--- src/rtl/ttm4_prog_loader.sv ---
// ttm4_prog_loader: boot-time firmware loader for the TTM4 program memory.
// Receives a count byte followed by high/low byte pairs, writes each 15-bit
// word over the shared PA/IO/nWE bus, then releases the bus and lets the core run.
module ttm4_prog_loader #(
   parameter int ADDR_W    = 8,
   parameter int WORD_W    = 15,
   parameter int WE_CYCLES = 1,
   parameter int TIMEOUT   = 50000
) (
   input  logic              CLK,
   input  logic              RST,
   input  logic              START,
   input  logic [7:0]        RX_DATA,
   input  logic              RX_VALID,
   output logic              RX_READY,
   output logic [ADDR_W-1:0] PA,
   output logic              PA_OE,
   output logic [WORD_W-1:0] IO_W,
   output logic              IO_OE,
   output logic              nWE,
   output logic              nOE,
   output logic              nPC_OPEN,
   output logic              CORE_RST,
   output logic              BUSY,
   output logic              DONE,
   output logic              ERR
);

   typedef enum logic [3:0] {
      S_IDLE, S_CNT, S_HI, S_LO, S_SETUP, S_WRITE, S_HOLD, S_RUN, S_ERROR
   } state_t;

   state_t              state_q, state_d;
   logic [ADDR_W-1:0]   addr_q, addr_d;
   logic [8:0]          rem_q, rem_d;     // words still to write, 1..256
   logic [6:0]          hi_q, hi_d;
   logic [WORD_W-1:0]   word_q, word_d;
   logic [15:0]         tmo_q, tmo_d;     // idle cycles while waiting for a stream byte
   logic [3:0]          we_q, we_d;       // cycles nWE has been low for the current word
   logic                rdy_q, oe_q, nwe_q, run_q, busy_q, err_q;
   logic                accept;

   assign accept   = RX_VALID & rdy_q;

   assign RX_READY = rdy_q;
   assign PA       = addr_q;
   assign PA_OE    = oe_q;
   assign IO_W     = word_q;
   assign IO_OE    = oe_q;
   assign nWE      = nwe_q;
   // The core only leaves reset and owns the bus once the loader is in RUN.
   assign nOE      = ~run_q;
   assign nPC_OPEN = ~run_q;
   assign CORE_RST = ~run_q;
   assign DONE     = run_q;
   assign BUSY     = busy_q;
   assign ERR      = err_q;

   // Next-state and datapath-next logic for the load sequencer.
   always_comb begin
      state_d = state_q;
      addr_d  = addr_q;
      rem_d   = rem_q;
      hi_d    = hi_q;
      word_d  = word_q;
      tmo_d   = tmo_q;
      we_d    = we_q;
      case (state_q)
         S_IDLE: begin
            if (START) begin
               state_d = S_CNT;
               tmo_d   = '0;
            end
         end
         S_CNT: begin
            // No timeout here: the host may take as long as it likes to begin.
            if (accept) begin
               rem_d   = (RX_DATA == 8'd0) ? 9'd256 : {1'b0, RX_DATA};
               addr_d  = '0;
               tmo_d   = '0;
               state_d = S_HI;
            end
         end
         S_HI: begin
            if (accept) begin
               tmo_d = '0;
               if (RX_DATA[7]) begin
                  state_d = S_ERROR;
               end else begin
                  hi_d    = RX_DATA[6:0];
                  state_d = S_LO;
               end
            end else begin
               tmo_d = tmo_q + 16'd1;
               if (tmo_d == 16'(TIMEOUT)) state_d = S_ERROR;
            end
         end
         S_LO: begin
            if (accept) begin
               tmo_d   = '0;
               word_d  = WORD_W'({hi_q, RX_DATA});
               state_d = S_SETUP;
            end else begin
               tmo_d = tmo_q + 16'd1;
               if (tmo_d == 16'(TIMEOUT)) state_d = S_ERROR;
            end
         end
         S_SETUP: begin
            we_d    = '0;
            state_d = S_WRITE;
         end
         S_WRITE: begin
            if (we_q == 4'(WE_CYCLES - 1)) state_d = S_HOLD;
            else                           we_d    = we_q + 4'd1;
         end
         S_HOLD: begin
            // Address wraps naturally after 0xFF; a 256-word load ends here.
            addr_d  = addr_q + 1'b1;
            rem_d   = rem_q - 9'd1;
            state_d = (rem_q == 9'd1) ? S_RUN : S_HI;
         end
         S_RUN, S_ERROR: begin
            if (START) begin
               state_d = S_CNT;
               tmo_d   = '0;
            end
         end
         default: state_d = S_IDLE;
      endcase
   end

   // State, datapath and output registers; outputs decode the upcoming state.
   always_ff @(posedge CLK or posedge RST) begin
      if (RST) begin
         state_q <= S_IDLE;
         addr_q  <= '0;
         rem_q   <= '0;
         hi_q    <= '0;
         word_q  <= '0;
         tmo_q   <= '0;
         we_q    <= '0;
         rdy_q   <= 1'b0;
         oe_q    <= 1'b0;
         nwe_q   <= 1'b1;
         run_q   <= 1'b0;
         busy_q  <= 1'b0;
         err_q   <= 1'b0;
      end else begin
         state_q <= state_d;
         addr_q  <= addr_d;
         rem_q   <= rem_d;
         hi_q    <= hi_d;
         word_q  <= word_d;
         tmo_q   <= tmo_d;
         we_q    <= we_d;
         rdy_q   <= (state_d == S_CNT) || (state_d == S_HI) || (state_d == S_LO);
         oe_q    <= (state_d == S_SETUP) || (state_d == S_WRITE) || (state_d == S_HOLD);
         nwe_q   <= (state_d != S_WRITE);
         run_q   <= (state_d == S_RUN);
         busy_q  <= (state_d == S_CNT) || (state_d == S_HI) || (state_d == S_LO) ||
                    (state_d == S_SETUP) || (state_d == S_WRITE) || (state_d == S_HOLD);
         err_q   <= (state_d == S_ERROR);
      end
   end

endmodule

--- config.mk ---
export PLATFORM = sky130hd
export DESIGN_NAME = ttm4_prog_loader
export DESIGN_NICKNAME = d
export VERILOG_FILES = /design/src/rtl/ttm4_prog_loader.sv
export SDC_FILE = /design/constraint.sdc
export NUM_CORES = 1
export LEC_CHECK = 0
export ABC_AREA = 1
export CAP_MARGIN = 20
export CORE_MARGIN = 4
export CORE_UTILIZATION = 55
export CTS_CLUSTER_SIZE = 20
export DETAILED_ROUTE_END_ITERATION = 16
export GPL_ROUTABILITY_DRIVEN = 0
export PLACE_DENSITY_LB_ADDON = 0.15
export SYNTH_ARGS = -nofsm -noshare
export SYNTH_HDL_FRONTEND = slang
export SYNTH_SLANG_ARGS = --single-unit
export TNS_END_PERCENT = 5
--- constraint.sdc ---
create_clock -name CLK -period 2.8 [get_ports CLK]
set_input_delay 0.42 -clock CLK [delete_from_list [all_inputs] [get_ports CLK]]
set_output_delay 0.42 -clock CLK [all_outputs]
set_load 0.05 [all_outputs]
==> results of run 1 <==
==> synthesized netlist by cell type, types with 2 or more instances <==
cell type / n
nand3_1: 26
nor3_1: 5
ha_1: 7
nor2_4: 2
a21oi_1: 2
a31oi_1: 2
buf_2: 3
mux2_2: 7
nand2_1: 107
o21ai_1: 7
buf_4: 3
nor2_2: 2
inv_2: 5
o21ai_0: 39
inv_1: 69
nor2_1: 42
xor2_1: 6
o22ai_1: 8
nand4_1: 6
o211ai_1: 2
nor4_1: 3
nand2_2: 3
dfrtp_1: 68
a21oi_2: 2
clkbuf_1: 5
o221ai_1: 5
==> routing by layer <==
layer  up-vias  wire length, um  share of wire [%]
met5         -                0                  0
met4         0              182                2.3
met1      1427             3530                 45
met3        18              397                5.0
met2       100             3770                 48
li1       1527                -                  -
==> how the worst max path moves through the flow <==
| stage | from | cells past startpoint | endpoint | slack (ns) |
|---|---|---|---|---|
| 2_1_floorplan | RST | 1 | BUSY$_DFF_PP0_ | 0.64 |
| 3_5_place_dp | RX_VALID | 12 | BUSY$_DFF_PP0_ | 0.47 |
| 5_1_grt | tmo_q[0]$_DFFE_PP0P_ | 14 | BUSY$_DFF_PP0_ | 0.44 |
| 6_report | tmo_q[0]$_DFFE_PP0P_ | 11 | BUSY$_DFF_PP0_ | 0.63 |
| 4_1_cts | tmo_q[0]$_DFFE_PP0P_ | 11 | BUSY$_DFF_PP0_ | 0.65 |
| 3_3_place_gp | RX_VALID | 12 | BUSY$_DFF_PP0_ | 0.48 |
==> worst register-to-register path: cells and delay by family (launching register included) <==
kind / cells / cell delay [ns]
adder cells (fa/ha/maj): 1 / 0.29
XOR/XNOR: 1 / 0.18
AND/OR/NAND/NOR: 8 / 1.01
AO/OA/AOI/OAI: 1 / 0.17
flip-flops: 1 / 0.42
==> registers in the layout (all words and copies together), names as in the netlist <==
register  count
tmo_q        16
IO_W         15
rem_q         9
PA            8
hi_q          7
state_q       4
we_q          4
BUSY          1
DONE          1
ERR           1
IO_OE         1
RX_READY      1
nWE           1
==> metrics by stage <==
stage	hold WS, ns	total power [mW]
final	0.425	4.63
after global routing	0.463	4.91
after CTS	0.430	4.64
after detailed placement	0.470	3.75
after global placement	0.461	3.69
after floorplan	0.449	3.09
==> power by group <==
group / internal, mW / switching (mW)
Combinational: 0.706 / 1.47
Clock: 0.516 / 0.365
Sequential: 1.33 / 0.242
==> cell type report <==
cell class	count	area, um2	share of cell area, %
multi-input cells	291	1490	34.8
inverters	74	278	6.47
clock buffers	10	138	3.21
well taps	77	96.3	2.25
flip-flops and latches	69	1730	40.3
repair buffers	48	483	11.3
clock inverters	5	75.1	1.75
==> cells by family (layout without fill, tap and decap cells) <==
kind of cell	count (synthesis)	count (layout)	share of synthesized area [%]
DFF	69	69	48.6
muxes	7	7	2.22
xor gates and xnor gates	7	7	1.72
AOI/OAI and AO/OA	72	72	11.9
adders and majority gates	7	7	2.46
buffers and inverters	85	137	9.40
and+or+nand+nor	198	198	23.7
==> summary.txt, run 1 <==
Finish
  – Share of cells above drive strength 1: slightly below 9%
  – Post-layout instance area: 4290 um2
  – Synthesis-to-finish area growth: 20.7%
  – NumNets Final: 512
  – End-of-flow core utilization: 68.0%
  – Most frequent cells in the layout: nand2_1 (107), dfrtp_1 (68), inv_1 (68), clkdlybuf4s50_1 (44), nor2_1 (42)
  – Diode count: 0
  – FILL cells: 541
  – Most common cell after layout, fill and taps aside: nand2_1
  – Non-filler instance count after layout: about 570

Drt
  – Final wirelength: around 8 mm
  – Vias/cell: around 5.4
  – Initial DRC count: 196
  – Vias: 3072
  – DRT Pass-1 Iters: 5
  – Post-route ant nets: 0
  – # DRC: 0
  – DR WL/cell: approximately 14 um

Worst setup path
  – Top Family by Delay on Critical Path: simple AND/OR/NAND/NOR gates
  – Worst path cell trace: ha_1 -> nand3_1 -> nor2_1 -> nand3_1 -> xor2_1 -> nor2_2 -> nand3_2 -> a21oi_2 -> nand2_1 -> nand2_1 -> nand2_1
  – Critical Path RT: just over 3 ns
  – FF-to-FF setup slack: 0.63 ns
  – Critical Path Source Type: flip-flop
  – CP Class: reg -> reg
  – Critical Path AT: 2.40 ns
  – Worst path slowest cell: dfrtp_1
  – CP endpoint kind: flip-flop
  – Buffers & Inverters on Critical Path: 0
  – R2r worst-path depth: 11
  – Critical path's most frequent cell: nand2_1
  – Critical R2R Launch: tmo_q[0]$_DFFE_PP0P_
  – Crit-path max FO: 6
  – Worst flop-to-flop path endpoint: BUSY$_DFF_PP0_
  – Worst path max stage delay: around 0.42 ns

Clocking
  – Root buf cell: clkbuf_8
  – CTS tree: built
  – CTS buffer count: 9
  – Hold_buf cts: 0
  – # resized after CTS: 0
  – Clock Latency Late Sink: roughly 0.35 ns
  – Clk pin slew, worst setup/hold paths: about 0.07 ns
  – Worst-case clock buffer depth: 2
  – Total clock sinks: 69
  – # Post-CTS Setup Buffers: 0
  – H-tree Lvls: 3

Yosys
  – Seq/Total Area, Yosys: about half
  – Most used flip-flop cell after synthesis: dfrtp_1
  – Synth area leader: dfrtp_1
  – Synth top area share: between 40% and 50%
  – Area of the mapped netlist: approximately 3600 um2
  – Syn avg cell area: ~8.0 um2
  – Syn Nets: about 460
  – Synth cell types: 35
  – Number of flops mapped to enable cells by yosys: 0
  – Mapped Cells: about 450
  – Top post-synthesis cells by area: dfrtp_1 (48%), nand2_1 (11%), inv_1 (7.3%), o21ai_0 (5.5%), nor2_1 (4.4%)
  – Yosys synthesis warning count: 0
  – Flop and latch count out of synthesis: 69
  – Async S/R FF share, synth: 100%

Timing
  – Total negative slack: 0 ns
  – Final Cycle Share: 77.4%
  – Final setup violation count: 0
  – RSZ-0062 raised after global routing: false
  – Slew Limit Fails: 0
  – Worst-case headroom to the max-slew limit: between 40% and 50%
  – Worst slew pin tran: roughly 0.86 ns
  – Worst Setup Slack, final: about 0.63 ns
  – Endpoints failing hold: 0
  – Minimum clock period: approximately 2.2 ns
  – Fmax: between 400 and 500 MHz
  – Final Skew: ~0.011 ns

Placed design
  – Area post-placement: a little over 4000 um2
  – Placed Cells: between 500 and 600
  – DP Wirelength: 5.75 mm
  – Place WS: around 0.47 ns
  – Buffers added on ports: 44

Global route
  – GRT Total Usage: between 20% and 30%
  – Met2 Usage GRT: a little over a third
  – Initial antenna violation count: 0
  – Met3 Use GR: about 3.3%
  – Most used routing layer: met2
  – First-pass GRT wire length: between 10 and 15 mm
  – Grt met1 use: about 28%
  – Via count of the first global-routing pass: 2864
  – Largest net degree at the start of global routing: 48
  – Total grt overflow: 0

Floorplan
  – Die Ht: 88.4 um
  – Ports: 45
  – DIE WIDTH: slightly below 90 um
  – Initial Util: 56.3%
  – DIE AREA: about 8000 um2
  – FP Rows: 29
  – Core ar.: about 6300 um2

Outcome
  – Status: finished clean

Power
  – Leak: 2.02 nW
  – Power Density: between 1000 and 1500 nW/um2
  – Max IR drop VDD: 0.801 mV

Hold path
  – HP Class: in -> async

Run
  – Max cap viols: 0
Power figures use the tool's default switching activity.
==> inputs of run 2 (changes only) <==
==> constraint.sdc (replaced) <==
create_clock -name CLK -period 2.2 [get_ports CLK]
set_input_delay 0.33 -clock CLK [delete_from_list [all_inputs] [get_ports CLK]]
set_output_delay 0.33 -clock CLK [all_outputs]
set_load 0.05 [all_outputs]
==> summary.txt, run 2 (synthesis results as in run 1) <==
Outcome
  – Status: finished clean

Placed design
  – Buffers added on ports: 44
  – DP Wirelength: between 5 and 6 mm
  – Area post-placement: roughly 4100 um2

Clocking
  – Hold_buf cts: 0
  – CTS tree: built
  – H-tree Lvls: 3
  – CTS buffer count: 9
  – Clock Latency Late Sink: about 0.34 ns
  – Root buf cell: clkbuf_8
  – Clk pin slew, worst setup/hold paths: ~0.080 ns
  – Total clock sinks: 69
  – Worst-case clock buffer depth: 2

Finish
  – Post-layout instance area: 4380 um2
  – Max reg flops: 16
  – Most common cell after layout, fill and taps aside: nand2_1
  – Synthesis-to-finish area growth: 23.1%
  – End-of-flow core utilization: 69.3%
  – Most frequent cells in the layout: nand2_1 (107), inv_1 (67), dfrtp_1 (66), clkdlybuf4s50_1 (44), nor2_1 (40)
  – Share of cells above drive strength 1: a little under an eighth
  – Reg with most FFs: tmo_q
  – Sequential cell area: around 1700 um2
  – FILL cells: 517
  – Area of the multi-input gates: 1510 um2
  – Diode count: 0
  – NumNets Final: about 520

Floorplan
  – FP Rows: 29
  – Initial Util: 56.3%
  – Die Ht: around 88 um
  – DIE AREA: around 7800 um2
  – Core ar.: 6310 um2
  – Ports: between 40 and 50
  – DIE WIDTH: just under 90 um

Hold path
  – HP Class: in -> async

Timing
  – Worst slew pin tran: roughly 0.6 ns
  – Endpoints failing hold: 0
  – Final Cycle Share: around 90%
  – Slew Limit Fails: 0
  – Minimum clock period: just over 2 ns
  – Final Skew: ~0.0067 ns
  – RSZ-0062 raised after global routing: false
  – Fmax: roughly 500 MHz
  – Fin Hold WS: 0.367 ns
  – Final setup violation count: 0
  – Worst-case headroom to the max-slew limit: about 60%

Worst setup path
  – Crit-path max FO: 6
  – Worst Setup SP: tmo_q[0]$_DFFE_PP0P_
  – Critical R2R Launch: tmo_q[0]$_DFFE_PP0P_
  – Critical Path Source Type: flip-flop
  – Worst flop-to-flop path endpoint: BUSY$_DFF_PP0_
  – Critical Path AT: ~2.3 ns
  – R2r worst-path depth: 13
  – Worst setup path endpoint: BUSY$_DFF_PP0_
  – CP Class: reg -> reg
  – Critical Path RT: between 2 and 2.5 ns
  – FF-to-FF setup slack: about 0.16 ns
  – CP endpoint kind: flip-flop

Drt
  – Post-route ant nets: 0
  – DRT Pass-1 Iters: 5
  – Initial DRC count: ~270
  – Final wirelength: roughly 7.9 mm
  – Vias/cell: between 5 and 6
  – Vias: 3116
  – # DRC: 0
  – DR WL/cell: approximately 14 um

Power
  – Max IR drop VDD: ~1.0 mV
  – Power Density: 1370 nW/um2
  – Final Power: between 6 and 7 mW
  – Leak: roughly 2.1 nW

Global route
  – Grt met1 use: 29.1%
  – Total grt overflow: 0
  – Most used routing layer: met2
  – Met2 Usage GRT: 34.8%
  – Largest net degree at the start of global routing: 70
  – Initial antenna violation count: 0
  – First-pass GRT wire length: between 10 and 15 mm
  – Met3 Use GR: around 5.8%
  – GRT Total Usage: a little over a fifth
  – Via count of the first global-routing pass: approximately 3000

Run
  – Max cap viols: 0
## run 2: changes by cell type in the layout (fill, tap and decap cells not counted), sizes merged
cell / change
buf: +5
clkinv: -2
clkbuf: +1
clkinvlp: +1
inv: +1
## run 2: through the flow
stage | setup TNS, ns | instances | setup WS (ns)
detailed placement | -0.0264 | 564 | -0.0264
global placement | 0 | 564 | 0.0423
finish | 0 | 580 | 0.163
floorplan | 0 | 445 | 0.132
CTS | 0 | 580 | 0.0852
global route | 0 | 580 | 0.00251
## run 2: worst min-delay path by stage
stage                             start                   to  slack (ns)  cells after the start
finish                              RST    PA[0]$_DFFE_PP0P_        0.37                      3
global route                        RST    PA[0]$_DFFE_PP0P_        0.40                      3
CTS                                 RST    PA[2]$_DFFE_PP0P_        0.38                      3
detailed placement  hi_q[6]$_DFFE_PP0P_  hi_q[6]$_DFFE_PP0P_        0.47                      2
global placement    hi_q[4]$_DFFE_PP0P_  hi_q[4]$_DFFE_PP0P_        0.46                      2
floorplan           hi_q[0]$_DFFE_PP0P_  hi_q[0]$_DFFE_PP0P_        0.45                      2
## run 2: timing repair
action                     CTS  global route
resized for setup            1             7
setup endpoints to repair    3             4
setup buffers                0             0
## run 2: worst max-delay path, stage by stage, from the launching register on
cell	delay [ns]
dfrtp_2	0.44
ha_2	0.23
nand3_2	0.13
nand2_1	0.06
nand2_1	0.08
nand2_1	0.05
nor2_1	0.14
nand3_1	0.09
nor2_1	0.15
nand3_2	0.15
a21oi_2	0.17
nand2_1	0.09
nand2_1	0.10
nand2_1	0.06
## run 2: report_power, final
part	internal, mW	switching, mW	total, mW
registers	1.70	0.307	2.01
logic	0.931	1.89	2.82
clock network	0.702	0.482	1.18
## run 2: routing by layer
| metal | vias to the layer above | share of wire, % |
|---|---|---|
| met5 | - | 0 |
| met4 | 0 | 1.7 |
| met3 | 14 | 6.1 |
| met2 | 98 | 48 |
| met1 | 1463 | 45 |
| li1 | 1541 | - |
## run 2: final cells by class
class                   instances  area share [%]
well taps                      77            2.20
flip-flops and latches         69            39.5
inverters                      74            6.35
clock buffers                  11            3.46
clock inverters                 5            1.86
repair buffers                 53            12.2
multi-input cells             291            34.4
==> inputs of run 3 (changes only) <==
--- a/config.mk
+++ b/config.mk
@@ -12,7 +12,7 @@
 export CTS_CLUSTER_SIZE = 20
 export DETAILED_ROUTE_END_ITERATION = 16
 export GPL_ROUTABILITY_DRIVEN = 0
-export PLACE_DENSITY_LB_ADDON = 0.15
+export PLACE_DENSITY = 0.9
 export SYNTH_ARGS = -nofsm -noshare
 export SYNTH_HDL_FRONTEND = slang
 export SYNTH_SLANG_ARGS = --single-unit
==> summary.txt, run 3 (synthesis results as in run 1) <==
Outcome
  – Status: finished clean

Timing
  – Worst-case headroom to the max-slew limit: between 60% and 70%
  – Worst slew pin tran: 0.586 ns
  – Final setup violation count: 0
  – Fmax: ~500 MHz
  – Worst Setup Slack, final: 0.199 ns
  – Total negative slack: 0 ns
  – RSZ-0062 raised after global routing: false
  – Slew Limit Fails: 0
  – Final Skew: 0.0116 ns
  – Final Cycle Share: 91.0%
  – Endpoints failing hold: 0
  – Minimum clock period: approximately 2.0 ns

Worst setup path
  – Worst flop-to-flop path endpoint: BUSY$_DFF_PP0_
  – Crit-path max FO: 6
  – CP Class: reg -> reg
  – FF-to-FF setup slack: ~0.2 ns
  – Crit path depth: 11
  – Worst setup path endpoint: BUSY$_DFF_PP0_
  – Critical Path AT: about 2.3 ns
  – Top Family by Delay on Critical Path: simple AND/OR/NAND/NOR gates
  – Worst path cell trace: ha_4 -> nand3_1 -> nor2_1 -> nand3_1 -> xor2_1 -> nor2_2 -> nand3_2 -> a21oi_2 -> nand2_1 -> nand2_1 -> nand2_1
  – Buffers & Inverters on Critical Path: 0
  – Worst path slowest cell: dfrtp_1
  – Critical R2R Launch: tmo_q[1]$_DFFE_PP0P_
  – Critical Path RT: 2.45 ns
  – Critical path's most frequent cell: nand2_1
  – CP endpoint kind: flip-flop
  – Worst Setup SP: tmo_q[1]$_DFFE_PP0P_
  – R2r worst-path depth: 11
  – Worst path max stage delay: between 0.4 and 0.5 ns
  – Critical Path Source Type: flip-flop

Global route
  – Initial antenna violation count: 0
  – Total grt overflow: 0
  – Via count of the first global-routing pass: about 3100
  – GRT Total Usage: a little under a quarter
  – Largest net degree at the start of global routing: 70
  – First-pass GRT wire length: around 14 mm

Floorplan
  – FP Rows: 29
  – Die Ht: around 90 um
  – Initial Util: a little under three fifths
  – DIE WIDTH: between 80 and 90 um
  – Ports: 45
  – DIE AREA: ~7800 um2
  – Core ar.: 6310 um2

Run
  – Max cap viols: 0

Drt
  – Final wirelength: between 8 and 9 mm
  – DR WL/cell: between 10 and 15 um
  – Initial DRC count: between 200 and 250
  – Post-route ant nets: 0
  – Vias/cell: about 5.5
  – Vias: roughly 3200
  – # DRC: 0
  – DRT Pass-1 Iters: 5

Power
  – Max IR drop VDD: 1.35 mV
  – Power Density: between 1000 and 1500 nW/um2
  – Leak: just over 2 nW

Placed design
  – Area post-placement: 4100 um2
  – Placed Cells: ~560
  – Place WS: around 0.054 ns
  – DP Wirelength: between 5 and 6 mm
  – Buffers added on ports: 44

Finish
  – Share of cells above drive strength 1: 10.2%
  – Most common cell after layout, fill and taps aside: nand2_1
  – NumNets Final: 515
  – Non-filler instance count after layout: between 500 and 600
  – Most frequent cells in the layout: nand2_1 (107), inv_1 (68), dfrtp_1 (67), clkdlybuf4s50_1 (44), nor2_1 (41)
  – Synthesis-to-finish area growth: 21.6%
  – Diode count: 0
  – Post-layout instance area: roughly 4300 um2
  – Max reg flops: 16
  – Reg with most FFs: tmo_q

Clocking
  – Total clock sinks: 69
  – CTS buffer count: 9
  – Clk pin slew, worst setup/hold paths: around 0.08 ns
  – Clock Latency Late Sink: ~0.36 ns
  – Hold_buf cts: 0
  – Root buf cell: clkbuf_8
  – H-tree Lvls: 3
  – Worst-case clock buffer depth: 2
  – # resized after CTS: 0
  – CTS tree: built
  – # Post-CTS Setup Buffers: 0

Hold path
  – HP Class: in -> async
[run 3: power by group]
part           internal, mW  leakage, nW  switching [mW]
Clock                 0.539        0.104           0.539
Combinational         0.920         1.02            1.92
Sequential             1.70        0.907           0.325
[run 3: tightest hold or removal path: cells and delay by family]
kind,cells,cell delay (ns)
buffers and inverters,3,0.79
[run 3: worst min-delay path by stage]
stage | start | slack [ns] | to | cells past startpoint
6_report | RST | 0.35 | rem_q[8]$_DFFE_PP0P_ | 3
3_3_place_gp | hi_q[5]$_DFFE_PP0P_ | 0.46 | hi_q[5]$_DFFE_PP0P_ | 2
4_1_cts | RST | 0.37 | IO_W[8]$_DFFE_PP0P_ | 3
3_5_place_dp | IO_W[5]$_DFFE_PP0P_ | 0.48 | IO_W[5]$_DFFE_PP0P_ | 2
5_1_grt | RST | 0.40 | tmo_q[8]$_DFFE_PP0P_ | 3
2_1_floorplan | hi_q[0]$_DFFE_PP0P_ | 0.45 | hi_q[0]$_DFFE_PP0P_ | 2
[run 3: stage by stage]
| step | hold slack, ns | utilization (%) | power (mW) |
|---|---|---|---|
| after floorplan | 0.449 | - | 3.93 |
| after global placement | 0.464 | 64.9 | 4.70 |
| after detailed placement | 0.477 | 64.9 | 4.81 |
| after CTS | 0.374 | 68.2 | 5.91 |
| after global routing | 0.400 | 68.5 | 6.29 |
| final | 0.355 | 68.5 | 5.94 |
[run 3: cell type report]
| class | count | area, um2 |
|---|---|---|
| multi-input combinational | 291 | 1510 |
| fill | 481 | 1990 |
| clock buffer | 9 | 124 |
| sequential | 69 | 1730 |
| inverter | 74 | 278 |
| clock inverter | 7 | 82.6 |
| tap | 77 | 96.3 |
| timing repair buffer | 51 | 505 |
[run 3: routing by layer]
metal  track usage [%]  routed length (um)  vias up  share of wire (%)
met5                 0                   0        -                  0
met2              38.5                4170      135                 50
met1              27.9                3480     1497                 42
li1                  -                   -     1535                  -
met4              9.62                 148        0                1.8
met3              6.05                 528       22                6.3
